$ cat src/rtl/decode_ctrl_queue.sv
// RV32I control decoder feeding an in-order queue of decoded bundles, between fetch and execute.
// Build option: define DECODE_MEXT_EN to decode RV32M (OP opcode, funct7=0000001) into md_op.

module alu_decoder (
    input  logic [1:0] alu_op,
    input  logic [2:0] funct3,
    input  logic       funct7_5,
    input  logic       op_5,
    output logic [3:0] alu_control
);
    localparam logic [3:0] ALU_ADD  = 4'd0;
    localparam logic [3:0] ALU_SUB  = 4'd1;
    localparam logic [3:0] ALU_AND  = 4'd2;
    localparam logic [3:0] ALU_OR   = 4'd3;
    localparam logic [3:0] ALU_XOR  = 4'd4;
    localparam logic [3:0] ALU_SLT  = 4'd5;
    localparam logic [3:0] ALU_SLTU = 4'd6;
    localparam logic [3:0] ALU_SLL  = 4'd7;
    localparam logic [3:0] ALU_SRL  = 4'd8;
    localparam logic [3:0] ALU_SRA  = 4'd9;

    always_comb begin
        alu_control = ALU_ADD;
        case (alu_op)
            2'b00: alu_control = ALU_ADD;
            2'b01: alu_control = ALU_SUB;
            default: begin
                case (funct3)
                    // Only the register form may subtract; ADDI reuses bit 30 as immediate.
                    3'b000:  alu_control = (funct7_5 && op_5) ? ALU_SUB : ALU_ADD;
                    3'b001:  alu_control = ALU_SLL;
                    3'b010:  alu_control = ALU_SLT;
                    3'b011:  alu_control = ALU_SLTU;
                    3'b100:  alu_control = ALU_XOR;
                    3'b101:  alu_control = funct7_5 ? ALU_SRA : ALU_SRL;
                    3'b110:  alu_control = ALU_OR;
                    default: alu_control = ALU_AND;
                endcase
            end
        endcase
    end
endmodule

module decode_ctrl_queue #(
    parameter int DEPTH  = 4,
    parameter int ADDR_W = 32,
    parameter int CNT_W  = 16
) (
    input  logic              clk,
    input  logic              rst,
    input  logic              flush,
    input  logic              in_valid,
    output logic              in_ready,
    input  logic [31:0]       in_instr,
    input  logic [ADDR_W-1:0] in_pc,
    output logic              out_valid,
    input  logic              out_ready,
    output logic [31:0]       out_instr,
    output logic [ADDR_W-1:0] out_pc,
    output logic [3:0]        alu_control,
    output logic              alu_src_a,
    output logic              alu_src_b,
    output logic              mem_write,
    output logic              reg_write,
    output logic [1:0]        result_src,
    output logic [2:0]        imm_src,
    output logic [1:0]        mem_size,
    output logic              mem_signed,
    output logic              pc_target_src,
    output logic              branch,
    output logic              jump,
    output logic [2:0]        branch_type,
    output logic [3:0]        md_op,
    output logic              illegal,
    output logic [CNT_W-1:0]  decode_count
);
    localparam int PTR_W = $clog2(DEPTH);
    localparam logic [PTR_W:0]   FULL_CNT = (PTR_W+1)'(DEPTH);
    localparam logic [PTR_W:0]   CNT_ONE  = (PTR_W+1)'(1);
    localparam logic [PTR_W-1:0] PTR_ONE  = PTR_W'(1);
    localparam logic [CNT_W-1:0] DEC_ONE  = CNT_W'(1);

    localparam logic [6:0] OP_R      = 7'b0110011;
    localparam logic [6:0] OP_I_ALU  = 7'b0010011;
    localparam logic [6:0] OP_LOAD   = 7'b0000011;
    localparam logic [6:0] OP_STORE  = 7'b0100011;
    localparam logic [6:0] OP_BRANCH = 7'b1100011;
    localparam logic [6:0] OP_LUI    = 7'b0110111;
    localparam logic [6:0] OP_AUIPC  = 7'b0010111;
    localparam logic [6:0] OP_JAL    = 7'b1101111;
    localparam logic [6:0] OP_JALR   = 7'b1100111;

    typedef struct packed {
        logic [3:0] alu_control;
        logic       alu_src_a;
        logic       alu_src_b;
        logic       mem_write;
        logic       reg_write;
        logic [1:0] result_src;
        logic [2:0] imm_src;
        logic [1:0] mem_size;
        logic       mem_signed;
        logic       pc_target_src;
        logic       branch;
        logic       jump;
        logic [2:0] branch_type;
        logic [3:0] md_op;
        logic       illegal;
    } ctrl_t;

    typedef struct packed {
        ctrl_t             ctrl;
        logic [31:0]       instr;
        logic [ADDR_W-1:0] pc;
    } entry_t;

    logic [6:0] opcode;
    logic [2:0] funct3;
    logic [6:0] funct7;
    logic [1:0] alu_op;
    logic [3:0] alu_ctl;
    logic       legal;
    ctrl_t      dec_base;
    ctrl_t      dec;

    assign opcode = in_instr[6:0];
    assign funct3 = in_instr[14:12];
    assign funct7 = in_instr[31:25];

    // NOTE: every signal written in this block gets a default first, so no path leaves it
    // unassigned and no latch is inferred.
    always_comb begin
        dec_base          = '0;
        dec_base.mem_size = 2'b10;
        alu_op            = 2'b00;
        legal             = 1'b1;
        case (opcode)
            OP_R: begin
                dec_base.reg_write = 1'b1;
                alu_op             = 2'b10;
                if (funct7 == 7'b0000001) begin
`ifdef DECODE_MEXT_EN
                    dec_base.md_op = {1'b1, funct3};
`else
                    legal = 1'b0;
`endif
                end else if (funct7 != 7'b0000000 && funct7 != 7'b0100000) begin
                    legal = 1'b0;
                end
            end
            OP_I_ALU: begin
                dec_base.reg_write = 1'b1;
                dec_base.alu_src_b = 1'b1;
                alu_op             = 2'b10;
            end
            OP_LOAD: begin
                dec_base.reg_write  = 1'b1;
                dec_base.result_src = 2'b01;
                dec_base.alu_src_b  = 1'b1;
                case (funct3)
                    3'b000:  begin dec_base.mem_size = 2'b00; dec_base.mem_signed = 1'b1; end
                    3'b001:  begin dec_base.mem_size = 2'b01; dec_base.mem_signed = 1'b1; end
                    3'b010:  dec_base.mem_size = 2'b10;
                    3'b100:  dec_base.mem_size = 2'b00;
                    3'b101:  dec_base.mem_size = 2'b01;
                    default: legal = 1'b0;
                endcase
            end
            OP_STORE: begin
                dec_base.mem_write = 1'b1;
                dec_base.alu_src_b = 1'b1;
                dec_base.imm_src   = 3'b001;
                dec_base.mem_size  = funct3[1:0];
                if (funct3 > 3'b010) legal = 1'b0;
            end
            OP_BRANCH: begin
                dec_base.branch      = 1'b1;
                dec_base.imm_src     = 3'b010;
                dec_base.branch_type = funct3;
                alu_op               = 2'b01;
            end
            OP_LUI: begin
                dec_base.reg_write = 1'b1;
                dec_base.alu_src_b = 1'b1;
                dec_base.imm_src   = 3'b011;
            end
            OP_AUIPC: begin
                dec_base.reg_write = 1'b1;
                dec_base.alu_src_a = 1'b1;
                dec_base.alu_src_b = 1'b1;
                dec_base.imm_src   = 3'b011;
            end
            OP_JAL: begin
                dec_base.reg_write  = 1'b1;
                dec_base.result_src = 2'b10;
                dec_base.imm_src    = 3'b100;
                dec_base.jump       = 1'b1;
            end
            OP_JALR: begin
                dec_base.reg_write     = 1'b1;
                dec_base.result_src    = 2'b10;
                dec_base.alu_src_b     = 1'b1;
                dec_base.jump          = 1'b1;
                dec_base.pc_target_src = 1'b1;
            end
            default: legal = 1'b0;
        endcase
        // Illegal words carry a fully zeroed bundle so nothing downstream can act on them.
        if (!legal) begin
            dec_base         = '0;
            dec_base.illegal = 1'b1;
            alu_op           = 2'b00;
        end
        if (in_instr[11:7] == 5'd0) dec_base.reg_write = 1'b0;
    end

    alu_decoder u_alu_decoder (
        .alu_op     (alu_op),
        .funct3     (funct3),
        .funct7_5   (in_instr[30]),
        .op_5       (in_instr[5]),
        .alu_control(alu_ctl)
    );

    always_comb begin
        dec             = dec_base;
        dec.alu_control = alu_ctl;
    end

    logic [PTR_W-1:0] wr_ptr_q, wr_ptr_d;
    logic [PTR_W-1:0] rd_ptr_q, rd_ptr_d;
    logic [PTR_W:0]   count_q, count_d;
    logic [CNT_W-1:0] decode_count_q, decode_count_d;
    entry_t           entry_q [DEPTH];
    entry_t           head;
    logic             push, pop;

    assign in_ready  = !rst && (count_q != FULL_CNT);
    assign out_valid = (count_q != '0);
    assign push      = in_valid && in_ready;
    assign pop       = out_valid && out_ready;

    always_comb begin
        wr_ptr_d       = wr_ptr_q;
        rd_ptr_d       = rd_ptr_q;
        count_d        = count_q;
        decode_count_d = decode_count_q;
        if (flush) begin
            wr_ptr_d = '0;
            rd_ptr_d = '0;
            count_d  = '0;
        end else begin
            if (push) wr_ptr_d = wr_ptr_q + PTR_ONE;
            if (pop) begin
                rd_ptr_d       = rd_ptr_q + PTR_ONE;
                decode_count_d = decode_count_q + DEC_ONE;
            end
            case ({push, pop})
                2'b10:   count_d = count_q + CNT_ONE;
                2'b01:   count_d = count_q - CNT_ONE;
                default: count_d = count_q;
            endcase
        end
    end

    always_ff @(posedge clk) begin
        if (rst) begin
            wr_ptr_q       <= '0;
            rd_ptr_q       <= '0;
            count_q        <= '0;
            decode_count_q <= '0;
        end else begin
            wr_ptr_q       <= wr_ptr_d;
            rd_ptr_q       <= rd_ptr_d;
            count_q        <= count_d;
            decode_count_q <= decode_count_d;
        end
    end

    // NOTE: the entry storage is deliberately not reset; count_q gates every read, so stale
    // contents are never observed and the array can map onto plain registers or RAM.
    always_ff @(posedge clk) begin
        if (push) entry_q[wr_ptr_q] <= '{ctrl: dec, instr: in_instr, pc: in_pc};
    end

    always_comb begin
        head = '0;
        if (out_valid) head = entry_q[rd_ptr_q];
    end

    assign out_instr     = head.instr;
    assign out_pc        = head.pc;
    assign alu_control   = head.ctrl.alu_control;
    assign alu_src_a     = head.ctrl.alu_src_a;
    assign alu_src_b     = head.ctrl.alu_src_b;
    assign mem_write     = head.ctrl.mem_write;
    assign reg_write     = head.ctrl.reg_write;
    assign result_src    = head.ctrl.result_src;
    assign imm_src       = head.ctrl.imm_src;
    assign mem_size      = head.ctrl.mem_size;
    assign mem_signed    = head.ctrl.mem_signed;
    assign pc_target_src = head.ctrl.pc_target_src;
    assign branch        = head.ctrl.branch;
    assign jump          = head.ctrl.jump;
    assign branch_type   = head.ctrl.branch_type;
    assign md_op         = head.ctrl.md_op;
    assign illegal       = head.ctrl.illegal;
    assign decode_count  = decode_count_q;
endmodule
$ cat config.mk
export PLATFORM = sky130hd
export DESIGN_NAME = decode_ctrl_queue
export DESIGN_NICKNAME = d
export VERILOG_FILES = /design/src/rtl/decode_ctrl_queue.sv
export SDC_FILE = /design/constraint.sdc
export NUM_CORES = 1
export LEC_CHECK = 0
export CORE_MARGIN = 2
export CORE_UTILIZATION = 55
export DETAILED_ROUTE_END_ITERATION = 10
export PLACE_DENSITY = 0.79
export SYNTH_ARGS = -nofsm -noshare
export SYNTH_HDL_FRONTEND = slang
export SYNTH_SLANG_ARGS = --single-unit
export TNS_END_PERCENT = 20
$ cat constraint.sdc
create_clock -name clk -period 6.4 [get_ports clk]
set_clock_uncertainty 0.15 [all_clocks]
set_input_delay 1.6 -clock clk [delete_from_list [all_inputs] [get_ports clk]]
set_output_delay 1.6 -clock clk [all_outputs]
set_load 0.1 [all_outputs]
======== Word level (Yosys, flattened, before mapping) ========
Memory sizes are Yosys's and may differ from the RTL's. A register that Yosys moved wholly into a read port is not among the register bits.
Index checks and enable logic that the tools add are counted.
storage, ports and cells
  flip-flop bits (word level) ............. 23
  word-level logic and storage cells ...... 90
  RAM bits ................................ 364
  memories kept ........................... 1
  bits of input ports ..................... 69
  ROM bits ................................ 0
  bits in latches ......................... 0
cells by class
  eq/ne operators ......................... 21
  muxes and demuxes ....................... 33
  divide/modulo/power cells ............... 0
  order comparisons ....................... 1
  bitwise logic cells ..................... 1
  add/sub/neg operators ................... 5
  multiply operators ...................... 0
  reduce and logical (&&, ||, !) cells .... 24
  shift-type cells ........................ 0
memories
  name     words  bits a word  read ports  clocked after Yosys merged registers in  wr ports  line  RTL
  entry_q  4      91           1           1                                        1         234   entry_t entry_q [DEPTH];
operators by type and width
  kind                     count
  $mux W91                 1
  $pmux W4 S7              1
  $mux W23                 1
  $eq A7 B6 Y1 const B     3
  $eq A7 B7 Y1 const B     3
  $mux W1                  18
  $add A16 B1 Y16 const B  1
  $pmux W2 S2              4
  $eq A7 B5 Y1 const B     2
  $reduce_or A2 Y1         7
  $pmux W3 S4              1
  $reduce_or A6 Y1         2
  $eq A3 B3 Y1 const B     3
  $pmux W4 S2              1
  $eq A7 B1 Y1 const B     1
  $eq A7 B2 Y1 const B     1
  $ne A7 B6 Y1 const B     1
  $reduce_bool A7 Y1       1
  $reduce_or A7 Y1         1
  $eq A3 B2 Y1 const B     2
  $mux W2                  3
  $pmux W3 S2              1
  $logic_and A1 B1 Y1      5
  $logic_not A5 Y1         1
  other kinds (18)         20

======== Longest topological paths before layout ========
  depth in word-level cells ............... 8
  mapped depth ............................ 10
  mapped depth without buffers ............ 10

======== By module ========
From an unflattened synthesis, not the netlist that was laid out.
unflattened totals
  cell total of the unflattened synthesis .. 751
  area, all modules ....................... 14,515.2 µm²
modules (own cells, without submodules)
  module             area an instance (µm²)  cells each  times used  sequential area each (µm²)
  decode_ctrl_queue  14,432.6                738         1           10,830.4
  alu_decoder        82.6                    13          1           0.0

======== Worst setup path after synthesis ========
No wires, ideal clock.
  path kind ............................... in2reg
  start ................................... in rst
  end ..................................... mem entry_q[0][0] in the netlist's numbering, enable pin
  library setup time ...................... 0.455 ns
  setup slack ............................. 0.116 ns
  stages on the path ...................... 3
  arrival time ............................ 5.679 ns
  data required time ...................... 5.795 ns
  buffers on the path ..................... 1
  path through ............................ clkbuf_1 > a31oi_1 > and3_1
on the way
  word-level cells in the longest chain between the ends .. 5
RTL lines
  what                           line  RTL
  start, declared                50    input logic rst,
  $logic_not A1 Y1               238   assign in_ready = !rst && (count_q != FULL_CNT);
  $logic_and A1 B1 Y1            238
  named net in_ready             53    output logic in_ready,
  $logic_and A1 B1 Y1            240   assign push = in_valid && in_ready;
  $mux W1                        283   if (push) entry_q[wr_ptr_q] <= '{ctrl: dec, instr: in_instr, pc: in_pc};
  $mux W1 (implied by the code)  283
  end, declared                  234
The timed path passes the listed nets, and every way through them passes these cells.

==> summary.txt <==
Outcome
  • Status: finished with violations
  • Failing checks: design-rule violations

Logic synthesis
  • Post-Synth Adder-Cell Area: 0.00647
  • Dominant cell type by area after synthesis: edfxtp_1
  • Compound-Gate Fraction of Synth Area: 0.0107
  • Multiplexer share of the synthesized area: 0.135
  • Post-synth EDFFs: 344
  • Post-synth top cells: edfxtp_1 (344), and2_1 (90), mux4_2 (86)
  • Count leader, synth: edfxtp_1
  • Cell area after synthesis: 14700 um2
  • Synth area leaders: edfxtp_1 (70%), mux4_2 (13%), and2_1 (3.8%)
  • Synth Flop Type: edfxtp_1
  • Netlist cell types: 48
  • Sequential area share after synthesis: 0.737
  • Simple-Gate Fraction of Synth Area: 0.0802
  • Xor and xnor area share after synthesis: 0.0107
  • Top cell type's share of synthesized area: 0.703
  • Cell count after synthesis: 755
  • Seq cells post-synth: 369
  • Synth warnings: 0
  • FFs w/ async S/R, synth: 0
  • Largest family of logic cells by synthesized area: multiplexers
  • Mean post-synth cell area: 19.5 um2

Placement
  • Dpl hpwl: 16800 um
  • Port buffer count: 173
  • GPL Wtd Cong: 0.740

Worst setup path
  • Startpoint types: flop
  • Critical path cell sequence: buf_12 > mux4_2 > and2_1 > clkdlybuf4s50_1
  • CP top delay family: buffers and inverters
  • Number of cells on the critical path: 4
  • CP Class: flop to output pin
  • Crit. End Element: output pin
  • Slowest CP cell: clkdlybuf4s50_1
  • Worst EP required: 4.65 ns
  • Cell depth of the worst flop-to-flop path: 4
  • CP bufs+invs: 2
  • Crit-path max FO: 42
  • CP max stage delay: 0.98 ns
  • Arr. time, crit path: 3.46 ns

Floorplanning
  • Die H: 168 um
  • Die W: 168 um
  • # IOs: 178
  • Cell Rows: 59
  • Die area: 28100 um2
  • Core ar.: 26100 um2
  • Initial core utilization: 0.563

Min path
  • Worst Hold Path Cells: 2
  • Hold Path Class: flop to flop

Job
  • Max-cap violations: 0

Timing
  • Final Max Tran Viols: 0
  • Hold Vio Cnt, Final: 0
  • Final Cycle Share: 0.815
  • Max-Slew Margin vs Limit: 0.301
  • Final setup viols: 0
  • Slew @ Worst Pin: 1.04 ns
  • Fmax: 0.192 GHz
  • Fin Setup TNS: 0 ns
  • Final min period: 5.21 ns
  • RSZ-0062 raised after global routing: no

Clock tree
  • Num CTS Buffers: 38
  • H-tree lvl count: 2
  • CTS tree: yes
  • Max clock buf depth: 3
  • Clock sink count: 369
  • Clock-pin slew on the worst setup and hold paths: 0.06 ns
  • Post-cts resize count: 0
  • Number of post-CTS setup repair buffers: 0
  • Post-CTS Hold Buffers: 0
  • Worst skew pair latency: 0.50 ns
  • Clock tree root buffer cell: clkbuf_16

GRT
  • Global-route wire length before repair: 44600 um
  • GRT overflow: 0
  • Pin count of the biggest net entering global routing: 47
  • Antenna violations before repair: 1
  • Total GRT Usage: 0.206
  • Vias in the first global route: 7998

Routing
  • Post-DRT Antenna Nets: 0
  • Drt first pass iters: 8
  • Routed length per placed instance: 21.8 um
  • Overall routed net length: 28300 um
  • Vias post-DR: 7504
  • Drt initial violations: 619
  • Vias per cell: 5.78
  • # DRC: 10

Cells and area
  • Layout cell share with drive strength beyond 1: 0.176
  • Final nets: 1011
  • # fillers: 1700
  • Area Overhead vs Synth: 22.3%

Power
  • Worst vdd ir: 248 uV
  • Leakage: 5.55 nW
  • Total Power: 5.23 mW
  • PD cells: 291 nW/um2
## sequential cells by signal, indices dropped and copies added (netlist names), named ones only
| register | count |
|---|---|
| entry_q | 344 |
| rd_ptr_q | 2 |
| wr_ptr_q | 2 |
| decode_count | 16 |
| count_q | 3 |
## final timing paths
path                                              startpoint                            to  slack [ns]
worst max-delay path                                    flop                  out_instr[6]        1.19
worst min register to register  decode_count[5]$_SDFFE_PP0P_  decode_count[5]$_SDFFE_PP0P_        0.36
worst min-delay path            decode_count[5]$_SDFFE_PP0P_  decode_count[5]$_SDFFE_PP0P_        0.36
worst max register to register       count_q[0]$_SDFFE_PP0P_      entry_q[3][25]$_DFFE_PP_        3.80
## final cells by class
| cell class | count | area [um2] | share of cell area |
|---|---|---|---|
| flip-flops and latches | 369 | 10800 | 0.603 |
| clock buffers | 50 | 1060 | 0.0589 |
| inverters | 11 | 41.3 | 0.00230 |
| well taps | 335 | 419 | 0.0233 |
| clock inverters | 17 | 146 | 0.00814 |
| repair buffers | 182 | 1870 | 0.104 |
| diodes | 1 | 2.50 | 0.000139 |
| multi-input cells | 333 | 3600 | 0.200 |
## layout by cell type, fill, tap and decap left out, types with 6 or more instances in the layout
cell type        Yosys  layout
xnor2_1             10      10
o21ai_0              6       6
clkbuf_1            18       9
xor2_1               8       8
nor3_1              11      11
nand2_1             11      11
ha_1                 6       6
clkdlybuf4s50_1      0     172
clkinv_1             0      11
inv_1               11      11
mux4_2              86      86
buf_12               0       6
nand3_1              6       6
dfxtp_1             25      23
and2_1              90      90
edfxtp_1           344     344
a21oi_1             12      12
clkbuf_16            0      41
nor2_1              33      33
## metrics by stage
stage                     hold slack (ns)  cell area, um2  setup WS (ns)  utilization  cells
final                               0.363           18000           1.19        0.688   1298
after global routing                0.397           18000          0.980        0.688   1298
after CTS                           0.366           18000           1.08        0.688   1297
after detailed placement            0.355           16800           1.34        0.642   1230
after global placement              0.338           16800           1.44        0.642   1230
after floorplan                     0.330           14700          0.116            -    758
## logic make-up (layout without fill, tap and decap cells)
kind of cell               count (synthesis)  after routing
xor gates and xnor gates                  18             18
and+or+nand+nor                          189            189
other                                      1              5
adders and majority gates                  7              7
muxes                                     90             90
DFF                                      369            369
buffers and inverters                     56            260
AOI/OAI and AO/OA                         25             25
## worst register-to-register path: stages (launching register included)
cell,delay [ns]
dfxtp_1,0.38
inv_1,0.09
a31oi_1,0.49
and3_4,0.72
buf_12,0.39
## routing by layer
| layer | vias up | wire (um) | track usage |
|---|---|---|---|
| li1 | 3329 | - | - |
| met1 | 3870 | 11500 | 0.282 |
| met2 | 261 | 14400 | 0.347 |
| met3 | 44 | 1780 | 0.0364 |
| met4 | 0 | 626 | 0.0590 |
| met5 | - | 0 | 0 |
## power breakdown
part / switching [mW] / internal, mW
sequential: 0.0112 / 2.67
clock: 0.834 / 1.28
combinational: 0.302 / 0.134
total: 1.15 / 4.08
Power figures use the tool's default switching activity.
